--- config.mk ---
export PLATFORM = sky130hd
export DESIGN_NAME = mem_access_stage
export DESIGN_NICKNAME = d
export VERILOG_FILES = /design/src/rtl/mem_access_stage.sv
export SDC_FILE = /design/constraint.sdc
export NUM_CORES = 1
export LEC_CHECK = 0
export CORE_MARGIN = 2
export CORE_UTILIZATION = 25
export CTS_CLUSTER_DIAMETER = 50
export DETAILED_ROUTE_END_ITERATION = 7
export SLEW_MARGIN = 25
export SYNTH_ARGS = -nofsm -noshare
export SYNTH_HDL_FRONTEND = slang
export SYNTH_SLANG_ARGS = --single-unit
--- constraint.sdc ---
create_clock -name clk -period 1.98 [get_ports clk]
set_input_delay 0.396 -clock clk [delete_from_list [all_inputs] [get_ports clk]]
set_output_delay 0.396 -clock clk [all_outputs]
set_load 0.05 [all_outputs]
--- src/rtl/mem_access_stage.sv ---
// Memory-access pipeline stage: loads/stores via a req/ack data-memory port, stalling upstream while in flight.
// Optional REQ-state ack watchdog is enabled by defining MEM_TIMEOUT_EN.
module mem_access_stage #(
  parameter int ADDR_W         = 8,
  parameter int TIMEOUT_CYCLES = 16
) (
  input  logic              clk,
  input  logic              reset,
  input  logic [15:0]       aluresult_in,
  input  logic [15:0]       op2_in,
  input  logic [15:0]       instrin,
  input  logic              isld,
  input  logic              isst,
  input  logic              iswb,
  output logic              stall,
  output logic              mem_req,
  output logic              mem_we,
  output logic [ADDR_W-1:0] mem_addr,
  output logic [15:0]       mem_wdata,
  input  logic              mem_ack,
  input  logic [15:0]       mem_rdata,
  output logic [15:0]       result_out,
  output logic [15:0]       instrout,
  output logic              iswb_out,
  output logic              isld_out,
  output logic              mem_err,
  output logic [1:0]        o_dbg_state
);

  typedef enum logic [1:0] {
    S_IDLE = 2'd0,
    S_REQ  = 2'd1,
    S_DONE = 2'd2
  } state_t;

  state_t      r_state;
  state_t      w_next;

  logic [15:0] r_alu;
  logic [15:0] r_wdata;
  logic [15:0] r_instr;
  logic [15:0] r_rdata;
  logic        r_we;
  logic        r_iswb;
  logic        r_isld;
  logic        r_abort;

  logic [15:0] r_result;
  logic [15:0] r_instr_out;
  logic        r_iswb_out;
  logic        r_isld_out;
  logic        r_err;

  logic        w_is_mem;
  logic        w_timeout;

  assign w_is_mem = isld | isst;

`ifdef MEM_TIMEOUT_EN
  localparam int CNT_W = $clog2(TIMEOUT_CYCLES + 1);
  logic [CNT_W-1:0] r_tmo_cnt;

  // Counts REQ cycles already spent without ack; the limit hits in the cycle the count would reach TIMEOUT_CYCLES.
  assign w_timeout = (r_state == S_REQ) && !mem_ack && (r_tmo_cnt == CNT_W'(TIMEOUT_CYCLES - 1));

  always_ff @(posedge clk or negedge reset) begin
    if (!reset) begin
      r_tmo_cnt <= '0;
    end else if (r_state == S_IDLE) begin
      r_tmo_cnt <= '0;
    end else if ((r_state == S_REQ) && !mem_ack) begin
      r_tmo_cnt <= r_tmo_cnt + 1'b1;
    end
  end
`else
  // Watchdog disabled: the limit has no effect and REQ waits for ack indefinitely.
  assign w_timeout = (TIMEOUT_CYCLES < 0);
`endif

  always_ff @(posedge clk or negedge reset) begin
    if (!reset) r_state <= S_IDLE;
    else        r_state <= w_next;
  end

  always_comb begin
    w_next = r_state;
    case (r_state)
      S_IDLE:  if (w_is_mem) w_next = S_REQ;
      S_REQ:   if (mem_ack || w_timeout) w_next = S_DONE;
      S_DONE:  w_next = S_IDLE;
      default: w_next = S_IDLE;
    endcase
  end

  // Gated by reset so every output reads 0 while reset is asserted, whatever upstream presents.
  assign stall   = reset & (((r_state == S_IDLE) & w_is_mem) | (r_state == S_REQ));
  assign mem_req = (r_state == S_REQ);

  assign mem_we    = mem_req & r_we;
  assign mem_addr  = mem_req ? r_alu[ADDR_W-1:0] : '0;
  assign mem_wdata = mem_req ? r_wdata : 16'h0;

  // Access context is captured once on the IDLE->REQ edge and held until the access retires.
  always_ff @(posedge clk or negedge reset) begin
    if (!reset) begin
      r_alu   <= '0;
      r_wdata <= '0;
      r_instr <= '0;
      r_rdata <= '0;
      r_we    <= 1'b0;
      r_iswb  <= 1'b0;
      r_isld  <= 1'b0;
      r_abort <= 1'b0;
    end else begin
      case (r_state)
        S_IDLE: begin
          if (w_is_mem) begin
            r_alu   <= aluresult_in;
            r_wdata <= op2_in;
            r_instr <= instrin;
            r_we    <= isst & ~isld;
            r_iswb  <= iswb;
            r_isld  <= isld;
            r_abort <= 1'b0;
          end
        end
        S_REQ: begin
          if (mem_ack && !r_we) r_rdata <= mem_rdata;
          if (w_timeout)        r_abort <= 1'b1;
        end
        default: ;
      endcase
    end
  end

  // Writeback register: bubbles whenever stall is high, the retired memory op on the DONE edge.
  always_ff @(posedge clk or negedge reset) begin
    if (!reset) begin
      r_result    <= '0;
      r_instr_out <= '0;
      r_iswb_out  <= 1'b0;
      r_isld_out  <= 1'b0;
      r_err       <= 1'b0;
    end else begin
      r_err <= 1'b0;
      case (r_state)
        S_IDLE: begin
          if (w_is_mem) begin
            r_result    <= '0;
            r_instr_out <= '0;
            r_iswb_out  <= 1'b0;
            r_isld_out  <= 1'b0;
          end else begin
            r_result    <= aluresult_in;
            r_instr_out <= instrin;
            r_iswb_out  <= iswb;
            r_isld_out  <= 1'b0;
          end
        end
        S_DONE: begin
          r_instr_out <= r_instr;
          if (r_abort) begin
            r_result   <= '0;
            r_iswb_out <= 1'b0;
            r_isld_out <= 1'b0;
            r_err      <= 1'b1;
          end else begin
            r_result   <= r_isld ? r_rdata : r_alu;
            r_iswb_out <= r_iswb;
            r_isld_out <= r_isld;
          end
        end
        default: begin
          r_result    <= '0;
          r_instr_out <= '0;
          r_iswb_out  <= 1'b0;
          r_isld_out  <= 1'b0;
        end
      endcase
    end
  end

  assign result_out  = r_result;
  assign instrout    = r_instr_out;
  assign iswb_out    = r_iswb_out;
  assign isld_out    = r_isld_out;
  assign mem_err     = r_err;
  assign o_dbg_state = r_state;

endmodule

[Word-level counts from Yosys, hierarchy flattened]
Index checks and enable logic that the tools add are counted.
Cells by class
  equal/unequal tests: 4
  multiplexer cells: 13
  bitwise operators: 7
  reductions and logical operators: 6
Operator list (number)
  $mux 16: 4
  $pmux 16 s2: 2
  $mux 8: 1
  $reduce_and 2->1: 3
  $and 1x1->1: 4
  $mux 2: 2
  $pmux 2 s2: 1
  $eq 2x1->1 const B: 1
  $eq 2x2->1 const B: 1
  $logic_not 2->1: 1
  $mux 1: 2
  $ne 2x1->1 const B: 1
  $ne 2x2->1 const B: 1
  $or 1x1->1: 2
  $pmux 1 s2: 1
  $logic_and 1x1->1: 1
  $logic_not 1->1: 1
  $not 1->1: 1
Storage, ports and cells
  bits in registers: 103
  bits of input ports: 70
  output and inout port bits: 64
  logic and storage cells: 42

[Depth between registers and ports, before layout]
Gate-level depths: netlist of the first run.
  depth after elaboration: 4
  mapped depth: 5
  depth with buffers taken out: 3

[Worst setup path after synthesis of the first run]
Ideal clock, no wire load.
  path type: flip-flop to output port
  start point: reg r_state[0] (netlist: o_dbg_state[0])
  end point: out mem_wdata[10]
  arrival time: 2.005 ns
  data required time: 1.584 ns
  setup slack: -0.421 ns
  cell stages (with the launch flop): 4
  path buffers: 1
  cells stage by stage: dfrtp_1 > and2b_1 > clkbuf_1 > and2_1
On the way
  longest elaborated chain between the ends: 2
RTL lines
  from (decl): line 36  | state_t r_state;
  from (signal assigned): line 82  | else r_state <= w_next;
  $eq 2x1->1: line 97  | assign mem_req = (r_state == S_REQ);
  net mem_req: line 16  | output logic mem_req,
  $mux 16: line 101  | assign mem_wdata = mem_req ? r_wdata : 16'h0;
  to (decl): line 19  | output logic [15:0] mem_wdata,
The timed path passes the listed nets, and every way through them passes these cells.

[Worst setup path in the final report of the first run]
  start point: reg r_state[0] (netlist: o_dbg_state[0])
  end point: out mem_addr[5]
On the way
  longest elaborated chain between the ends: 2
RTL lines
  $eq 2x1->1: line 97
  $mux 8: line 100  | assign mem_addr = mem_req ? r_alu[ADDR_W-1:0] : '0;
  to (decl): line 18  | output logic [ADDR_W-1:0] mem_addr,
No other way between the ends.

==> metrics.txt, run 1 <==
# TYPE chip_impl_metric gauge
chip_impl_info{name="run_status",value="completed"} 1
chip_impl_metric{name="num_io_pins",unit=""} 134
chip_impl_metric{name="report.power.total",unit="uW"} 11160
chip_impl_metric{name="preCtsSetupSlack",unit="ps"} 63.73
chip_impl_metric{name="max-vdd-ir-drop",unit="uV"} 815.8
chip_impl_metric{name="h-tree-depth",unit=""} 3
chip_impl_metric{name="internal_power",unit="uW"} 6940
chip_impl_metric{name="syn-instance-count",unit=""} 294
chip_impl_metric{name="final_hold_viol_count",unit=""} 0
chip_impl_metric{name="chipWidth",unit="um"} 132.7
chip_impl_metric{name="r2r_cell_count",unit=""} 5
chip_impl_metric{name="post-route-period-util",unit="%"} 98.55
chip_impl_metric{name="timing.critical_path.arrival",unit="ps"} 1560
chip_impl_metric{name="fill_cells",unit=""} 1529
chip_impl_metric{name="power_leakage",unit="uW"} 0.002760
chip_impl_metric{name="final.setup.worst_slack",unit="ps"} 28.63
chip_impl_metric{name="period_minus_slack",unit="ps"} 1951
chip_impl_metric{name="maxCapViolations",unit=""} 0
chip_impl_metric{name="power_switching",unit="uW"} 4223
chip_impl_metric{name="final.setup.tns",unit="ps"} 0
chip_impl_info{name="synth_top_cells_by_area",value="sky130_fd_sc_hd__dfrtp_1 62%, sky130_fd_sc_hd__mux2_2 18%, sky130_fd_sc_hd__and2_1 4.1%"} 1
chip_impl_metric{name="power_switching_share",unit="%"} 37.83
chip_impl_metric{name="overflow",unit=""} 0
chip_impl_info{name="hp-class",value="input pin to async pin"} 1
chip_impl_info{name="clock_tree.root_cell",value="sky130_fd_sc_hd__clkbuf_16"} 1
chip_impl_metric{name="worst_setup_hold_path_clk_slew",unit="ps"} 70
chip_impl_metric{name="number_of_global_route_vias_before_repair",unit=""} 3056
chip_impl_metric{name="dr_vias",unit=""} 2857
chip_impl_metric{name="synthesis.yosys.warnings",unit=""} 0
chip_impl_metric{name="ff2ff_setup_slack",unit="ps"} 310
chip_impl_metric{name="max_freq",unit="MHz"} 512.5
chip_impl_metric{name="grt_pass1_wl",unit="um"} 17150
chip_impl_metric{name="postRouteAntennaNets",unit=""} 0
chip_impl_metric{name="n_antenna_cell",unit=""} 0
chip_impl_metric{name="worst_slew_margin_rel",unit="%"} 48.02
chip_impl_metric{name="drcViolationCount",unit=""} 0
chip_impl_metric{name="placedCellCount",unit=""} 641
chip_impl_info{name="timing.rr.end",value="r_rdata[7]"} 1
chip_impl_info{name="post-synth-top-area-cell",value="sky130_fd_sc_hd__dfrtp_1"} 1
chip_impl_metric{name="power_share_of_the_combinational_group",unit="%"} 51.9
chip_impl_metric{name="antenna_found_initial",unit=""} 0
chip_impl_metric{name="design.final.nets",unit=""} 506
chip_impl_info{name="critical_path.endpoint_type",value="primary output"} 1
chip_impl_metric{name="area_growth",unit="%"} 55.59
chip_impl_info{name="critPathKind",value="register to primary output"} 1
chip_impl_info{name="rsz0062_at_grt",value="yes"} 1
chip_impl_metric{name="finalSetupViolations",unit=""} 0
chip_impl_metric{name="route.detailed.wl_per_inst",unit="um"} 15.92
chip_impl_metric{name="placement.io_buffers",unit=""} 132
chip_impl_metric{name="dieArea",unit="sq mm"} 0.01761
chip_impl_metric{name="groute.usage.overall",unit="%"} 12.71
chip_impl_metric{name="hpwlAfterDp",unit="um"} 7241
chip_impl_metric{name="fraction_of_final_layout_cells_sized_beyond_drive_strength_1",unit="%"} 35.60
chip_impl_metric{name="synth-seq-cells",unit=""} 103
chip_impl_metric{name="synth_seq_area_share",unit="%"} 62.24
chip_impl_metric{name="cts_sinks",unit=""} 103
chip_impl_metric{name="mean_post_synth_cell_area",unit="sq um"} 14.09
chip_impl_metric{name="rows",unit=""} 47
chip_impl_info{name="worst_setup_path_start_kind",value="register"} 1
chip_impl_metric{name="starting_density_of_the_core",unit="%"} 25.24
chip_impl_metric{name="totalWireLength",unit="um"} 10530
chip_impl_metric{name="skew",unit="ps"} 9.144
chip_impl_metric{name="critical_path_required",unit="ps"} 1580
chip_impl_metric{name="p_clk_share",unit="%"} 17.1
chip_impl_metric{name="critical_path_peak_fanout",unit=""} 23
chip_impl_metric{name="power-per-cell-area",unit="mW/mm^2"} 1732
chip_impl_metric{name="clock_latency",unit="ps"} 350
chip_impl_metric{name="drtIter0Drc",unit=""} 48
chip_impl_metric{name="layoutNonFillerInstCount",unit=""} 661
chip_impl_metric{name="dr.pass1.iters",unit=""} 4
chip_impl_metric{name="power_frac_seq",unit="%"} 31.0
chip_impl_metric{name="grt_start_max_net_pins",unit=""} 104
chip_impl_info{name="mostFrequentLayoutCell",value="sky130_fd_sc_hd__dfrtp_1"} 1
chip_impl_metric{name="die_height",unit="um"} 132.7
chip_impl_info{name="final_cell_mix",value="101 x sky130_fd_sc_hd__dfrtp_1, 100 x sky130_fd_sc_hd__clkdlybuf4s50_1, 65 x sky130_fd_sc_hd__mux2_2, 31 x sky130_fd_sc_hd__buf_12, 19 x sky130_fd_sc_hd__buf_4"} 1
chip_impl_metric{name="ys_types",unit=""} 22
chip_impl_metric{name="cts_made_buffers",unit=""} 9
chip_impl_metric{name="worst_pin_slew",unit="ps"} 779.7
chip_impl_metric{name="clock_path_buffers",unit=""} 2
chip_impl_metric{name="mappedNetlistArea",unit="sq mm"} 0.004141
chip_impl_metric{name="final_max_slew_viol_count",unit=""} 0
chip_impl_metric{name="synth_top_area_share",unit="%"} 62.24
chip_impl_info{name="r2r_start",value="o_dbg_state[1]"} 1
chip_impl_metric{name="area_used_by_multi_input_combinational_logic",unit="sq mm"} 0.001498
chip_impl_metric{name="final.hold.worst_slack",unit="ps"} 130.6
chip_impl_metric{name="detail_route.vias_per_cell",unit=""} 4.322
chip_impl_metric{name="routabilityCongestion",unit=""} 0.7479
chip_impl_metric{name="sequential_cell_area",unit="sq mm"} 0.002580
chip_impl_info{name="cts_tree",value="built"} 1
chip_impl_metric{name="core_area",unit="sq mm"} 0.01641
chip_impl_metric{name="postSynthNetCount",unit=""} 364
-- layout make-up --
type / count / share of cell area [%]
tap: 220 / 4.272
clock buffer: 10 / 3.709
timing repair buffer: 150 / 27.38
inverter: 1 / 0.05825
clock inverter: 6 / 1.301
sequential: 103 / 40.04
multi-input combinational: 171 / 23.24
-- cells by family after synthesis --
group / after synthesis / synth area share (%)
compound gates: 39 / 6.526
flops: 103 / 62.24
other cells: 1 / 0.09055
simple gates: 50 / 6.949
buf+inv: 20 / 2.658
mux: 81 / 21.54
-- flip-flops by register name, indices dropped and copies added, names as in the netlist --
| name | cells |
|---|---|
| o_dbg_state | 2 |
| r_isld | 1 |
| r_instr | 16 |
| r_we | 1 |
| instrout | 16 |
| result_out | 16 |
| r_wdata | 16 |
| r_rdata | 16 |
| r_iswb | 1 |
| r_alu | 16 |
| isld_out | 1 |
| iswb_out | 1 |
-- worst max-delay path, cell delays in order, from the launching register on --
cell                      delay, ps
sky130_fd_sc_hd__dfrtp_2        430
sky130_fd_sc_hd__and2b_2        240
sky130_fd_sc_hd__buf_12         160
sky130_fd_sc_hd__and2_2         220
sky130_fd_sc_hd__buf_12         150
-- Yosys cell counts --
library cell               count
sky130_fd_sc_hd__buf_4         6
sky130_fd_sc_hd__nand2_1      17
sky130_fd_sc_hd__a21oi_1       2
sky130_fd_sc_hd__buf_2         4
sky130_fd_sc_hd__conb_1        1
sky130_fd_sc_hd__buf_6         1
sky130_fd_sc_hd__o21a_1        2
sky130_fd_sc_hd__a22o_1       18
sky130_fd_sc_hd__nand2b_1      1
sky130_fd_sc_hd__clkbuf_1      8
sky130_fd_sc_hd__nor4_2        1
sky130_fd_sc_hd__and2b_1       1
sky130_fd_sc_hd__dfrtp_1     103
sky130_fd_sc_hd__nor3b_4       1
sky130_fd_sc_hd__o21ai_0      16
sky130_fd_sc_hd__mux2i_1      16
sky130_fd_sc_hd__nor2b_1       1
sky130_fd_sc_hd__mux2_2       65
sky130_fd_sc_hd__nor2_1        1
sky130_fd_sc_hd__a21o_1        1
sky130_fd_sc_hd__and2_1       27
sky130_fd_sc_hd__inv_1         1
-- power groups by stage --
| stage | sequential [uW] | combinational (uW) | clock [uW] |
|---|---|---|---|
| 6_report | 3460 | 5800 | 1910 |
| 5_1_grt | 3570 | 6100 | 2100 |
| 4_1_cts | 3470 | 5860 | 2000 |
| 3_5_place_dp | 3530 | 5770 | 0 |
| 3_3_place_gp | 3480 | 5690 | 0 |
| 2_1_floorplan | 4050 | 2810 | 0 |
-- per-layer routing --
metal	vias to the layer above	part of all wire, %	track usage (%)
met3	10	7.5	5.747
met1	1460	41	14.90
li1	1310	-	-
met4	0	1.2	3.465
met5	-	0	0
met2	77	50	21.13
-- repair_timing --
item | in CTS | in global routing
resized for setup | 2 | 1
pin swaps | 0 | 1
hold buffers | 0 | 0
setup endpoints to repair | 26 | 22
buffers inserted | 3 | 1
-- worst max-delay path by stage --
stage,from,slack [ps],end
floorplan,o_dbg_state[1],60,mem_addr[4]
global placement,isst,80,stall
detailed placement,isst,60,r_wdata[9]
CTS,o_dbg_state[0],2,mem_addr[5]
global route,o_dbg_state[1],-20,mem_addr[0]
finish,o_dbg_state[0],30,mem_addr[5]
-- metrics by stage --
stage	instance area, sq um	util (%)
4_1_cts	6434	39.21
3_3_place_gp	6081	37.06
2_1_floorplan	4169	-
6_report	6444	39.27
3_5_place_dp	6081	37.06
5_1_grt	6444	39.27
(Power assumes the default switching activity.)
==> inputs of run 2 (changes only) <==
CTS_BUF_LIST = sky130_fd_sc_hd__clkbuf_4 sky130_fd_sc_hd__clkbuf_8   (was default)
==> run 2 against run 1 <==
Compared with the run above:
- the flow now finishes with violations (negative setup slack)
- utilization fell by 0.42 points
- largest cell class unchanged
- combinational power is essentially flat
- worst hold slack worse by 42 ps
- largest power group unchanged
- die area did not move
- sequential cell count is the same
- global-route usage about the same
==> metrics.txt, run 2 (same netlist as run 1, synthesis figures left out) <==
# TYPE chip_impl_metric gauge
chip_impl_metric{name="maxCapViolations",unit=""} 0
chip_impl_metric{name="final_hold_viol_count",unit=""} 0
chip_impl_info{name="rsz0062_at_grt",value="yes"} 1
chip_impl_metric{name="antenna_found_initial",unit=""} 0
chip_impl_metric{name="final_area",unit="sq mm"} 0.006375
chip_impl_metric{name="final_max_slew_viol_count",unit=""} 0
chip_impl_metric{name="preCtsSetupSlack",unit="ps"} 63.73
chip_impl_info{name="cpMostUsedCell",value="sky130_fd_sc_hd__buf_12"} 1
chip_impl_metric{name="period_minus_slack",unit="ps"} 2005
chip_impl_metric{name="postRouteAntennaNets",unit=""} 0
chip_impl_metric{name="grt_start_max_net_pins",unit=""} 104
chip_impl_metric{name="route.detailed.wl_per_inst",unit="um"} 15.88
chip_impl_info{name="mostFrequentLayoutCell",value="sky130_fd_sc_hd__dfrtp_1"} 1
chip_impl_metric{name="groute.usage.overall",unit="%"} 12.72
chip_impl_metric{name="n_antenna_cell",unit=""} 0
chip_impl_metric{name="number_of_global_route_vias_before_repair",unit=""} 3075
chip_impl_info{name="worst_setup_path_start_kind",value="register"} 1
chip_impl_metric{name="critical_path.max_stage_delay",unit="ps"} 440
chip_impl_info{name="hp-class",value="input pin to async pin"} 1
chip_impl_metric{name="design.final.nets",unit=""} 505
chip_impl_metric{name="worst_pin_slew",unit="ps"} 781.7
chip_impl_metric{name="area_growth",unit="%"} 53.93
chip_impl_info{name="cts_tree",value="built"} 1
chip_impl_metric{name="path_buf_inv",unit=""} 2
chip_impl_metric{name="hpwlAfterDp",unit="um"} 7241
chip_impl_metric{name="rows",unit=""} 47
chip_impl_metric{name="overflow",unit=""} 0
chip_impl_metric{name="final.setup.worst_slack",unit="ps"} -25.18
chip_impl_info{name="failed_checks",value="negative setup slack"} 1
chip_impl_metric{name="post_cts_hold_buffer_count",unit=""} 0
chip_impl_metric{name="grt_pass1_wl",unit="um"} 17110
chip_impl_metric{name="clock_latency",unit="ps"} 370
chip_impl_metric{name="dr.pass1.iters",unit=""} 4
chip_impl_metric{name="placement.io_buffers",unit=""} 132
chip_impl_metric{name="worst_setup_hold_path_clk_slew",unit="ps"} 100
chip_impl_metric{name="chipWidth",unit="um"} 132.7
chip_impl_info{name="run_status",value="complete, but fails checks"} 1
chip_impl_info{name="slowest_stage",value="sky130_fd_sc_hd__dfrtp_2"} 1
chip_impl_metric{name="skew",unit="ps"} 9.193
chip_impl_metric{name="routabilityCongestion",unit=""} 0.7479
chip_impl_metric{name="post-route-period-util",unit="%"} 101.3
chip_impl_metric{name="fraction_of_final_layout_cells_sized_beyond_drive_strength_1",unit="%"} 36.36
chip_impl_info{name="critPathKind",value="register to primary output"} 1
chip_impl_metric{name="core_area",unit="sq mm"} 0.01641
chip_impl_metric{name="area_used_by_multi_input_combinational_logic",unit="sq mm"} 0.001501
chip_impl_info{name="clock_tree.root_cell",value="sky130_fd_sc_hd__clkbuf_8"} 1
chip_impl_metric{name="finalSetupViolations",unit=""} 14
chip_impl_metric{name="max_freq",unit="MHz"} 498.7
chip_impl_metric{name="num_io_pins",unit=""} 134
chip_impl_info{name="crit_path_cell_trace",value="and2b_2 > buf_12 > o21a_2 > buf_12"} 1
chip_impl_metric{name="drtIter0Drc",unit=""} 64
chip_impl_metric{name="dr_vias",unit=""} 2848
chip_impl_metric{name="power-per-cell-area",unit="mW/mm^2"} 1679
chip_impl_metric{name="dpl-instance-area",unit="sq mm"} 0.006081
chip_impl_metric{name="max-vdd-ir-drop",unit="uV"} 814.6
chip_impl_metric{name="critical_path_peak_fanout",unit=""} 23
chip_impl_metric{name="timing.critical_path.arrival",unit="ps"} 1610
chip_impl_info{name="path_delay_family",value="flip-flops"} 1
chip_impl_metric{name="h-tree-depth",unit=""} 3
chip_impl_info{name="final_cell_mix",value="101 x sky130_fd_sc_hd__dfrtp_1, 84 x sky130_fd_sc_hd__clkdlybuf4s50_1, 65 x sky130_fd_sc_hd__mux2_2, 31 x sky130_fd_sc_hd__buf_12"} 1
chip_impl_metric{name="starting_density_of_the_core",unit="%"} 25.24
chip_impl_metric{name="totalWireLength",unit="um"} 10480
chip_impl_metric{name="clock_path_buffers",unit=""} 2
chip_impl_metric{name="dieArea",unit="sq mm"} 0.01761
chip_impl_metric{name="fill_cells",unit=""} 1542
chip_impl_metric{name="cts_sinks",unit=""} 103
chip_impl_info{name="critical_path.endpoint_type",value="primary output"} 1
chip_impl_metric{name="detail_route.vias_per_cell",unit=""} 4.315
chip_impl_metric{name="sequential_cell_area",unit="sq mm"} 0.002580
chip_impl_metric{name="worst_slew_margin_rel",unit="%"} 47.88
chip_impl_metric{name="critical_path_required",unit="ps"} 1580
chip_impl_metric{name="cts_made_buffers",unit=""} 9
chip_impl_metric{name="drcViolationCount",unit=""} 0
chip_impl_metric{name="power_leakage",unit="uW"} 0.002972
chip_impl_metric{name="die_height",unit="um"} 132.7
chip_impl_metric{name="final.setup.tns",unit="ps"} -74.13
[run 2: report_power, final]
group          switching [uW]  leakage (uW)  internal (uW)  total [uW]
Sequential                448       0.00127           3000        3450
Clock                     712      0.000116            742        1450
Combinational            3000       0.00159           2800        5800
Total                    4160       0.00297           6540       10700
[run 2: area by class of cell]
| class | count | share of cell area, % |
|---|---|---|
| clock inverter | 6 | 1.315 |
| timing repair buffer | 149 | 28.13 |
| clock buffer | 10 | 2.159 |
| multi-input combinational | 171 | 23.55 |
| inverter | 1 | 0.05888 |
| tap | 220 | 4.318 |
| sequential | 103 | 40.47 |
[run 2: per-stage QoR]
stage / power [uW] / utilization [%] / cells / hold slack [ps]
finish: 10700 / 38.85 / 660 / 88.17
global route: 11310 / 38.85 / 660 / 104.1
CTS: 10900 / 38.61 / 660 / 106.3
detailed placement: 9302 / 37.06 / 641 / 477.3
global placement: 9175 / 37.06 / 641 / 472.3
floorplan: 6857 / - / 294 / 100.4
[run 2: routing by layer]
metal  vias to the layer above  part of all wire, %  GRT usage [%]
li1                       1303                    -              -
met1                      1454                   41          14.86
met2                        80                   51          21.04
met3                        11                  7.2          5.747
met4                         0                  1.3          3.823
met5                         -                    0              0
[run 2: worst paths after layout]
kind,from,end,slack [ps],cells after the start
min reg2reg,r_instr[10],instrout[10],490,1
max reg2reg,o_dbg_state[1],r_wdata[11],370,4
min,reset,r_rdata[14],90,2
max,o_dbg_state[0],stall,-30,4
min in group clk,r_instr[10],instrout[10],490,1
max in group asynchronous,reset,o_dbg_state[1],1420,2
[run 2: timing repair]
action	4_1_cts	5_1_grt
resized for setup	6	16
setup endpoints to repair	27	41
setup buffers	3	0
==> inputs of run 3 (changes only) <==
CORE_MARGIN = default   (was 2)
SKIP_CTS_REPAIR_TIMING = 1   (was default)
==> run 3 against run 2 <==
Compared with the run above:
- the flow still finishes with violations (negative setup slack)
- utilization grew 1.5 points
- critical path type unchanged
- wire length shrank 2.5%
- clock power is essentially flat
- total power grew 2.7%
- setup slack lost 21 ps
- clock-buffer cell count shrank 1
- sequential share of layout area shrank 0.47 points
==> metrics.txt, run 3 (same netlist as run 1, synthesis figures left out) <==
# TYPE chip_impl_metric gauge
chip_impl_info{name="run_status",value="complete, but fails checks"} 1
chip_impl_info{name="failed_checks",value="negative setup slack"} 1
chip_impl_info{name="crit_path_cell_trace",value="and2b_4 > buf_12 > and2_2 > buf_12"} 1
chip_impl_metric{name="placement.io_buffers",unit=""} 132
chip_impl_metric{name="starting_density_of_the_core",unit="%"} 25.88
chip_impl_metric{name="die_height",unit="um"} 130.7
chip_impl_metric{name="final.hold.worst_slack",unit="ps"} 142.6
chip_impl_metric{name="cts_sinks",unit=""} 103
chip_impl_info{name="cpMostUsedCell",value="sky130_fd_sc_hd__buf_12"} 1
chip_impl_info{name="mostFrequentLayoutCell",value="sky130_fd_sc_hd__dfrtp_1"} 1
chip_impl_metric{name="rows",unit=""} 46
chip_impl_metric{name="clock_path_buffers",unit=""} 2
chip_impl_metric{name="chipWidth",unit="um"} 130.7
chip_impl_metric{name="postRouteAntennaNets",unit=""} 0
chip_impl_info{name="cts_tree",value="built"} 1
chip_impl_info{name="final_cell_mix",value="101 x sky130_fd_sc_hd__dfrtp_1, 99 x sky130_fd_sc_hd__clkdlybuf4s50_1, 65 x sky130_fd_sc_hd__mux2_2, 32 x sky130_fd_sc_hd__buf_12"} 1
chip_impl_metric{name="final.setup.worst_slack",unit="ps"} -46.01
chip_impl_metric{name="groute.usage.overall",unit="%"} 12.46
chip_impl_info{name="slowest_stage",value="sky130_fd_sc_hd__dfrtp_2"} 1
chip_impl_metric{name="skew",unit="ps"} 12.31
chip_impl_metric{name="detail_route.vias_per_cell",unit=""} 4.290
chip_impl_metric{name="design.final.nets",unit=""} 511
chip_impl_metric{name="antenna_found_initial",unit=""} 1
chip_impl_info{name="hp-class",value="input pin to async pin"} 1
chip_impl_metric{name="power_switching",unit="uW"} 4250
chip_impl_metric{name="dpl-instance-area",unit="sq mm"} 0.006096
chip_impl_info{name="clock_tree.root_cell",value="sky130_fd_sc_hd__clkbuf_8"} 1
chip_impl_metric{name="final_max_slew_viol_count",unit=""} 0
chip_impl_metric{name="critical_path_peak_fanout",unit=""} 9
chip_impl_metric{name="dr_vias",unit=""} 2840
chip_impl_metric{name="power_leakage",unit="uW"} 0.002813
chip_impl_metric{name="drcViolationCount",unit=""} 0
chip_impl_metric{name="ff2ff_setup_slack",unit="ps"} 280
chip_impl_metric{name="max-vdd-ir-drop",unit="uV"} 1036
chip_impl_metric{name="clock_latency",unit="ps"} 380
chip_impl_metric{name="worst_pin_slew",unit="ps"} 549.8
chip_impl_info{name="rsz0062_at_grt",value="yes"} 1
chip_impl_metric{name="number_of_global_route_vias_before_repair",unit=""} 3022
chip_impl_metric{name="h-tree-depth",unit=""} 3
chip_impl_info{name="critical_path.endpoint_type",value="primary output"} 1
chip_impl_metric{name="worst_slew_margin_rel",unit="%"} 63.34
chip_impl_metric{name="n_antenna_cell",unit=""} 0
chip_impl_metric{name="final_hold_viol_count",unit=""} 0
chip_impl_metric{name="totalWireLength",unit="um"} 10220
chip_impl_metric{name="post-route-period-util",unit="%"} 102.3
chip_impl_metric{name="dieArea",unit="sq mm"} 0.01709
chip_impl_metric{name="power_frac_seq",unit="%"} 31.4
chip_impl_metric{name="core_area",unit="sq mm"} 0.01600
chip_impl_metric{name="finalSetupViolations",unit=""} 26
chip_impl_metric{name="num_io_pins",unit=""} 134
chip_impl_metric{name="placedCellCount",unit=""} 639
chip_impl_metric{name="internal_power",unit="uW"} 6742
chip_impl_info{name="worst_setup_path_start_kind",value="register"} 1
chip_impl_metric{name="p_clk_share",unit="%"} 13.3
chip_impl_metric{name="dr.pass1.iters",unit=""} 4
chip_impl_metric{name="cts_made_buffers",unit=""} 9
chip_impl_info{name="critPathKind",value="register to primary output"} 1
chip_impl_metric{name="overflow",unit=""} 0
chip_impl_metric{name="maxCapViolations",unit=""} 0
chip_impl_metric{name="route.detailed.wl_per_inst",unit="um"} 15.43
chip_impl_metric{name="drtIter0Drc",unit=""} 87
chip_impl_metric{name="hpwlAfterDp",unit="um"} 7056
chip_impl_metric{name="routabilityCongestion",unit=""} 0.7480
chip_impl_metric{name="critical_path.max_stage_delay",unit="ps"} 450
chip_impl_metric{name="grt_pass1_wl",unit="um"} 15910
chip_impl_metric{name="power-per-cell-area",unit="mW/mm^2"} 1704
chip_impl_metric{name="period_minus_slack",unit="ps"} 2026
chip_impl_metric{name="final_area",unit="sq mm"} 0.006450
chip_impl_metric{name="area_growth",unit="%"} 55.74
chip_impl_metric{name="final_core_util",unit="%"} 40.31
chip_impl_metric{name="layoutNonFillerInstCount",unit=""} 662
chip_impl_metric{name="power_switching_share",unit="%"} 38.66
chip_impl_metric{name="critical_path_required",unit="ps"} 1580
chip_impl_metric{name="max_freq",unit="MHz"} 493.6
chip_impl_metric{name="power_share_of_the_combinational_group",unit="%"} 55.3
chip_impl_metric{name="worst_setup_hold_path_clk_slew",unit="ps"} 110
chip_impl_metric{name="fraction_of_final_layout_cells_sized_beyond_drive_strength_1",unit="%"} 37.22
chip_impl_metric{name="grt_start_max_net_pins",unit=""} 104
chip_impl_metric{name="timing.critical_path.arrival",unit="ps"} 1630
-- run 3: critical path, delay by kind of cell (launching register included) --
family        cells  cell delay [ps]
buf+inv           2              290
flops             1              450
simple gates      2              520
-- run 3: cell type report --
class	count	area, sq um
clock buffer	9	123.9
clock inverter	7	95.09
fill	1548	9550
inverter	1	3.754
multi-input combinational	171	1521
sequential	103	2580
tap	216	270.3
timing repair buffer	155	1856
-- run 3: worst paths after layout --
path	startpoint	depth (start not counted)	endpoint
setup / recovery	o_dbg_state[1]	4	mem_wdata[13]
hold / removal	reset	2	instrout[10]
setup reg to reg	o_dbg_state[1]	4	r_rdata[7]
hold reg to reg	r_instr[13]	1	instrout[13]
max in group asynchronous	reset	2	o_dbg_state[0]
min in group clk	r_instr[13]	1	instrout[13]
-- run 3: power groups by stage --
stage               sequential (uW)  clock, uW  combinational [uW]
floorplan                      4050          0                2810
global placement               3460          0                5700
detailed placement             3510          0                5790
CTS                            3460       1530                5800
global route                   3570       1600                6400
finish                         3460       1460                6070
-- run 3: per-layer routing --
metal | global-route usage (%) | vias up | routed length (um)
li1 | - | 1313 | -
met1 | 15.61 | 1422 | 4574
met2 | 19.45 | 91 | 4733
met3 | 4.886 | 12 | 784
met4 | 4.462 | 2 | 113
met5 | 0 | - | 9
-- run 3: through the flow --
stage | setup TNS, ps | setup WS, ps | power, uW
5_1_grt | -2930 | -125.9 | 11570
4_1_cts | -4416 | -227.6 | 10790
2_1_floorplan | 0 | 57.28 | 6857
3_3_place_gp | 0 | 82.94 | 9159
6_report | -678.7 | -46.01 | 10990
3_5_place_dp | 0 | 71.64 | 9294
